`src/rtl/gige_mdio_pkg.sv`:
```
// Shared types and constants for the Clause-22 MDIO management controller.
// The boot-time init table is only consumed when GIGE_MDIO_INIT_EN is defined.
package gige_mdio_pkg;

  typedef enum logic [2:0] {
    ST_IDLE,
    ST_PRE,
    ST_CMD,
    ST_TA,
    ST_DATA,
    ST_DONE
  } mdio_state_e;

  localparam logic [1:0] MDIO_ST = 2'b01;
  localparam logic [1:0] OP_WR   = 2'b01;
  localparam logic [1:0] OP_RD   = 2'b10;
  localparam logic [1:0] TA_WR   = 2'b10;
  localparam logic [1:0] TA_RD   = 2'b11;

  // Bit indices within the 64-bit frame (0 = first preamble bit)
  localparam logic [5:0] PRE_LAST  = 6'd31;
  localparam logic [5:0] CMD_LAST  = 6'd45;
  localparam logic [5:0] TA_LAST   = 6'd47;
  localparam logic [5:0] DATA_LAST = 6'd63;

  localparam int INIT_LEN = 4;

  typedef struct packed {
    logic [4:0]  phy;
    logic [4:0]  regad;
    logic [15:0] data;
  } mdio_wr_t;

  function automatic mdio_wr_t init_entry(input logic [1:0] idx);
    mdio_wr_t e;
    case (idx)
      2'd0:    e = '{phy: 5'd0, regad: 5'h09, data: 16'h0200};
      2'd1:    e = '{phy: 5'd1, regad: 5'h09, data: 16'h0200};
      2'd2:    e = '{phy: 5'd0, regad: 5'h00, data: 16'h1340};
      default: e = '{phy: 5'd1, regad: 5'h00, data: 16'h1340};
    endcase
    return e;
  endfunction

  // Whole frame, MSB sent first; read TA/data are don't-care (line released)
  function automatic logic [63:0] build_frame(input logic wr, input logic [4:0] phy,
                                              input logic [4:0] regad, input logic [15:0] data);
    return {32'hFFFF_FFFF, MDIO_ST, (wr ? OP_WR : OP_RD), phy, regad,
            (wr ? TA_WR : TA_RD), (wr ? data : 16'hFFFF)};
  endfunction

endpackage

```
`src/rtl/gige_mdio_tick.sv`:
```
// MDC generator: bit period of 2*MDC_DIV cycles, mdc low then high.
// bit_last marks the final cycle of a bit (registered outputs change next cycle); mdc_rise marks the sample cycle.
module gige_mdio_tick #(
  parameter int MDC_DIV = 13
) (
  input  logic clk,
  input  logic rst_n,
  input  logic en,
  output logic mdc,
  output logic bit_last,
  output logic mdc_rise
);

  localparam int CW = (2 * MDC_DIV > 2) ? $clog2(2 * MDC_DIV) : 1;
  localparam logic [CW-1:0] HALF = CW'(MDC_DIV);
  localparam logic [CW-1:0] LAST = CW'(2 * MDC_DIV - 1);

  logic [CW-1:0] cnt, cnt_nxt;

  assign cnt_nxt = (cnt == LAST) ? '0 : cnt + 1'b1;

  always_ff @(posedge clk or negedge rst_n) begin
    if (!rst_n) begin
      cnt <= '0;
      mdc <= 1'b0;
    end else if (!en) begin
      cnt <= '0;
      mdc <= 1'b0;
    end else begin
      cnt <= cnt_nxt;
      mdc <= (cnt_nxt >= HALF);
    end
  end

  assign bit_last = en && (cnt == LAST);
  assign mdc_rise = en && (cnt == HALF);

endmodule

```
`src/rtl/gige_mdio_ctrl.sv`:
```
// Clause-22 MDIO master: one request at a time, 64-bit frames, single response strobe.
// Define GIGE_MDIO_INIT_EN to replay the package init table through the frame engine after reset.
module gige_mdio_ctrl
  import gige_mdio_pkg::*;
#(
  parameter int MDC_DIV = 13
) (
  input  logic        clk_50,
  input  logic        reset_n,
  input  logic        req_valid,
  output logic        req_ready,
  input  logic        req_write,
  input  logic [4:0]  req_phy,
  input  logic [4:0]  req_reg,
  input  logic [15:0] req_wdata,
  output logic        rsp_valid,
  output logic [15:0] rsp_rdata,
  output logic        rsp_err,
  output logic        mdc,
  output logic        mdio_o,
  output logic        mdio_oe,
  input  logic        mdio_i,
  output logic        init_done
);

  mdio_state_e state, state_nxt;
  logic [5:0]  bit_cnt;
  logic [63:0] sh, frame;
  logic        lat_write, is_init, ta_err;
  logic [15:0] rd_sh, rd_nxt;
  logic        start, s_write;
  logic [4:0]  s_phy, s_reg;
  logic [15:0] s_data;
  logic        in_frame, bit_last, mdc_rise;

  assign in_frame  = (state == ST_PRE) || (state == ST_CMD) || (state == ST_TA) || (state == ST_DATA);
  assign req_ready = (state == ST_IDLE) && init_done;
  assign rsp_valid = (state == ST_DONE) && !is_init;

  gige_mdio_tick #(.MDC_DIV(MDC_DIV)) u_tick (
    .clk      (clk_50),
    .rst_n    (reset_n),
    .en       (in_frame),
    .mdc      (mdc),
    .bit_last (bit_last),
    .mdc_rise (mdc_rise)
  );

`ifdef GIGE_MDIO_INIT_EN
  logic [2:0] init_idx;
  mdio_wr_t   init_w;
  logic       init_go;

  assign init_w  = init_entry(init_idx[1:0]);
  assign init_go = (state == ST_IDLE) && !init_done && (init_idx < 3'(INIT_LEN));
  assign start   = init_go || (req_valid && req_ready);

  always_comb begin
    s_write = req_write;
    s_phy   = req_phy;
    s_reg   = req_reg;
    s_data  = req_wdata;
    if (init_go) begin
      s_write = 1'b1;
      s_phy   = init_w.phy;
      s_reg   = init_w.regad;
      s_data  = init_w.data;
    end
  end

  always_ff @(posedge clk_50 or negedge reset_n) begin
    if (!reset_n) begin
      init_idx  <= '0;
      init_done <= 1'b0;
      is_init   <= 1'b0;
    end else begin
      if (init_go) init_idx <= init_idx + 3'd1;
      if ((state == ST_IDLE) && !init_done && (init_idx == 3'(INIT_LEN))) init_done <= 1'b1;
      if (start) is_init <= init_go;
    end
  end
`else
  assign start   = req_valid && req_ready;
  assign s_write = req_write;
  assign s_phy   = req_phy;
  assign s_reg   = req_reg;
  assign s_data  = req_wdata;
  assign is_init = 1'b0;

  always_ff @(posedge clk_50 or negedge reset_n) begin
    if (!reset_n) init_done <= 1'b0;
    else          init_done <= 1'b1;
  end
`endif

  assign frame = build_frame(s_write, s_phy, s_reg, s_data);

  always_ff @(posedge clk_50 or negedge reset_n) begin
    if (!reset_n) state <= ST_IDLE;
    else          state <= state_nxt;
  end

  always_comb begin
    state_nxt = state;
    case (state)
      ST_IDLE: if (start) state_nxt = ST_PRE;
      ST_PRE:  if (bit_last && bit_cnt == PRE_LAST)  state_nxt = ST_CMD;
      ST_CMD:  if (bit_last && bit_cnt == CMD_LAST)  state_nxt = ST_TA;
      ST_TA:   if (bit_last && bit_cnt == TA_LAST)   state_nxt = ST_DATA;
      ST_DATA: if (bit_last && bit_cnt == DATA_LAST) state_nxt = ST_DONE;
      ST_DONE: state_nxt = ST_IDLE;
      default: state_nxt = ST_IDLE;
    endcase
  end

  // Last data bit may be sampled in the same cycle the frame ends when MDC_DIV is 1
  always_comb begin
    rd_nxt = rd_sh;
    if (mdc_rise && state == ST_DATA) rd_nxt = {rd_sh[14:0], mdio_i};
  end

  always_ff @(posedge clk_50 or negedge reset_n) begin
    if (!reset_n) begin
      bit_cnt   <= '0;
      sh        <= '0;
      mdio_o    <= 1'b1;
      mdio_oe   <= 1'b0;
      lat_write <= 1'b0;
      rd_sh     <= '0;
      ta_err    <= 1'b0;
      rsp_rdata <= '0;
      rsp_err   <= 1'b0;
    end else begin
      rd_sh <= rd_nxt;
      if (start) begin
        bit_cnt   <= '0;
        sh        <= {frame[62:0], 1'b0};
        mdio_o    <= frame[63];
        mdio_oe   <= 1'b1;
        lat_write <= s_write;
        ta_err    <= 1'b0;
      end else begin
        if (mdc_rise && state == ST_TA && bit_cnt == TA_LAST && !lat_write) ta_err <= mdio_i;
        if (bit_last) begin
          bit_cnt <= bit_cnt + 6'd1;
          if (bit_cnt == DATA_LAST) begin
            mdio_o  <= 1'b1;
            mdio_oe <= 1'b0;
            if (!is_init) begin
              rsp_rdata <= lat_write ? 16'h0000 : rd_nxt;
              rsp_err   <= !lat_write && ta_err;
            end
          end else begin
            mdio_o  <= sh[63];
            sh      <= {sh[62:0], 1'b0};
            // Reads hand the line to the PHY from the first TA bit onward
            mdio_oe <= lat_write || (bit_cnt < CMD_LAST);
          end
        end
      end
    end
  end

endmodule

```
`config.mk`:
```
export PLATFORM = sky130hd
export DESIGN_NAME = gige_mdio_ctrl
export DESIGN_NICKNAME = d
export VERILOG_FILES = /design/src/rtl/gige_mdio_pkg.sv /design/src/rtl/gige_mdio_tick.sv /design/src/rtl/gige_mdio_ctrl.sv
export SDC_FILE = /design/constraint.sdc
export NUM_CORES = 1
export LEC_CHECK = 0
export ABC_AREA = 1
export ABC_CLOCK_PERIOD_IN_PS = 2100
export BUFFER_PORTS_ARGS = -buffer_cell sky130_fd_sc_hd__buf_2
export CAP_MARGIN = 20
export CORE_MARGIN = 2
export CORE_UTILIZATION = 58
export CTS_CLUSTER_SIZE = 14
export DETAILED_ROUTE_END_ITERATION = 16
export PLACE_DENSITY = 0.76
export SLEW_MARGIN = 20
export SYNTH_ARGS = -nofsm -noshare
export SYNTH_HDL_FRONTEND = slang
export SYNTH_SLANG_ARGS = --single-unit
```
`constraint.sdc`:
```
create_clock -name clk_50 -period 2.1 [get_ports clk_50]
set_clock_uncertainty 0.2 [all_clocks]
set_input_delay 0.21 -clock clk_50 [delete_from_list [all_inputs] [get_ports clk_50]]
set_output_delay 0.21 -clock clk_50 [all_outputs]
set_load 0.1 [all_outputs]
```
==> out/metrics.yaml <==
status: "complete, no violations"
worstSetupEndpointType: "output port"
yosys_warnings: 0
clock_path_buffers: 2
synthArstFlopShare_pct: 100.0
wl_mm: 11.24
seq_area_frac_synth_pct: 56.75
crit_type: "register to output port"
die_h_um: 97.93
setup_viol: 0
port_buffers: 53
synth-edff-count: 0
switching_power_mw: 1.201
initial_core_util_pct: 59.26
netSwitchingFraction_pct: 22.94
insertion_delay_ns: 0.51
r2r_slack_ns: 0.16
report.final.slew_viol_count: 0
drive_above_1_share_pct: 24.07
ys_ff_latch: 116
syn2layout_area_growth_pct: 30.12
ir_drop_v: 0.0007008
layout_common_cells: "113 x dfrtp_1, 95 x inv_1, 80 x nand2_1"
die_w_um: 97.93
cts_made_buffers: 17
worst-path-max-fanout: 4
cp.arrival_ns: 1.60
gp_congestion: 0.8590
post-place-ws_ns: 0.1397
antenna_cells: 0
p_comb_share_pct: 2.9
dp_hpwl_mm: 6.744
cts_root_buffer: "clkbuf_8"
synthCells: 556
reg2reg_from: "state[1]"
vias_per_cell: 5.273
hold_class: "input pin to asynchronous set/reset pin"
p_leak_nw: 3.368
grt_pass1_vias: 4253
seqPwrFrac_pct: 42.8
die_area_mm2: 0.009590
overflow: 0
clkTransAtPathRegs_ns: 0.06
p_int_mw: 4.035
fin_ws_ns: 0.09389
row_count: 34
core_area_mm2: 0.008636
worst_ep_required_time_ns: 1.69
yosysUniqueCellTypes: 38
reg2reg_to: "sh[7]"
hold_viol: 0
startpoint_type: "register"
fin_crit_sh_pct: 95.53
drc: 0
clock_power_share_pct: 54.3
antenna_found_initial: 0
max_freq_mhz: 498.5
vias: 4118
synth_ff_type: "dfrtp_1"
whs_ns: 0.01580
cts_tree: "yes"
grt_pass1_wl_mm: 19.58
dr.first_iter.drc_count: 163
slew_headroom_pct: 65.91
synth_fp_nets: 592
mostFrequentLayoutCell: "dfrtp_1"
track_usage_pct: 25.62
r2r_cells: 8
io_pins: 54
first_pass_iters: 5
wire_per_inst_um: 14.39
synth_area_mm2: 0.005117
tightest_slew_ns: 0.5113
detail-route-antenna-nets: 0
p_per_area_mw_per_mm2: 786.4
cap_viol_max_count: 0
cts_max_level: 4
cts.sinks: 116
min_period_ns: 2.006
syn_area_per_cell_um2: 9.204
grt_max_degree: 38
nNetsFinal: 696
final.setup.tns_ns: 0
sequential cells by signal (all words and copies together) (netlist names):
register / flops
bit_cnt: 6
init_done: 1
lat_write: 1
mdio_o: 1
mdio_oe: 1
rd_sh: 16
rsp_err: 1
rsp_rdata: 16
sh: 63
state: 3
ta_err: 1
u_tick.cnt: 5
u_tick.mdc: 1
timing repair:
| item | CTS | global route |
|---|---|---|
| hold buffers | 30 | 0 |
| pin swaps | 0 | 1 |
| hold endpoints to repair | 150 | 0 |
| setup buffers | 0 | 1 |
| setup endpoints to repair | 1 | 25 |
| resized for setup | 2 | 8 |
how the worst max path moves through the flow:
| stage | depth (start not counted) | from | slack (ns) | endpoint |
|---|---|---|---|---|
| floorplan | 9 | state[1] | -0.06 | sh[11] |
| global placement | 10 | u_tick.cnt[0] | 0.21 | sh[24] |
| detailed placement | 10 | state[2] | 0.14 | sh[24] |
| CTS | 3 | state[0] | 0.01 | rsp_valid |
| global route | 4 | state[1] | -0.005 | req_ready |
| finish | 4 | state[1] | 0.09 | req_ready |
critical path, cell delays in order, from the launching register on:
cell and delay (ns):
dfrtp_1 0.43, nor2_2 0.18, nand2_2 0.10, nor2_4 0.18, buf_12 0.19
Yosys cell counts, drive strengths merged (3+ instances only):
| master | instances | area (µm²) |
|---|---|---|
| dfrtp | 115 | 2878 |
| nor2 | 43 | 209.0 |
| inv | 100 | 380.4 |
| nor3 | 6 | 30.03 |
| o21ai | 61 | 305.3 |
| a22oi | 26 | 235.2 |
| buf | 21 | 118.9 |
| nand3 | 15 | 85.08 |
| or2 | 3 | 18.77 |
| a21oi | 37 | 185.2 |
| nand2 | 91 | 376.6 |
| ha | 5 | 62.56 |
| o22ai | 15 | 93.84 |
logic make-up (layout without fill, tap and decap cells):
| logic type | count (synthesis) | count (layout) | share of synthesized area [%] |
|---|---|---|---|
| buffers and inverters | 123 | 240 | 9.927 |
| AND/OR/NAND/NOR | 163 | 163 | 14.72 |
| AO/OA/AOI/OAI | 148 | 148 | 17.31 |
| adder cells (fa/ha/maj) | 5 | 5 | 1.222 |
| other | 1 | 1 | 0.07328 |
| flip-flops | 116 | 116 | 56.75 |
cell type report:
type,instances,area [µm²]
Multi-Input combinational cell,317,1800
Timing Repair Buffer,108,839.6
Clock inverter,15,172.7
Inverter,100,387.9
Fill cell,570,1977
Clock buffer,17,414.1
Sequential cell,116,2909
Tap cell,108,135.1
per-stage QoR:
| stage | std cells | utilization [%] | power (mW) | area [µm²] |
|---|---|---|---|---|
| after detailed placement | 718 | 66.43 | 2.390 | 5737 |
| after global routing | 781 | 77.11 | 5.400 | 6659 |
| after floorplan | 556 | - | 2.302 | 5240 |
| after CTS | 780 | 76.77 | 5.274 | 6630 |
| after global placement | 718 | 66.43 | 2.388 | 5737 |
| final | 781 | 77.11 | 5.237 | 6659 |
power by group through the flow:
stage	Combinational (mW)	Clock (mW)	Sequential [mW]
after global routing	0.172	2.99	2.24
after floorplan	0.0116	0	2.29
final	0.152	2.84	2.24
after CTS	0.150	2.88	2.24
after global placement	0.106	0	2.28
after detailed placement	0.107	0	2.28
routing by layer:
layer	global-route usage [%]	part of all wire, %	wire [µm]
met1	31.65	43	4881
met3	6.442	3.6	408
met5	0	0	0
met2	44.05	51	5756
met4	8.974	1.7	195
Power figures use the tool's default switching activity.
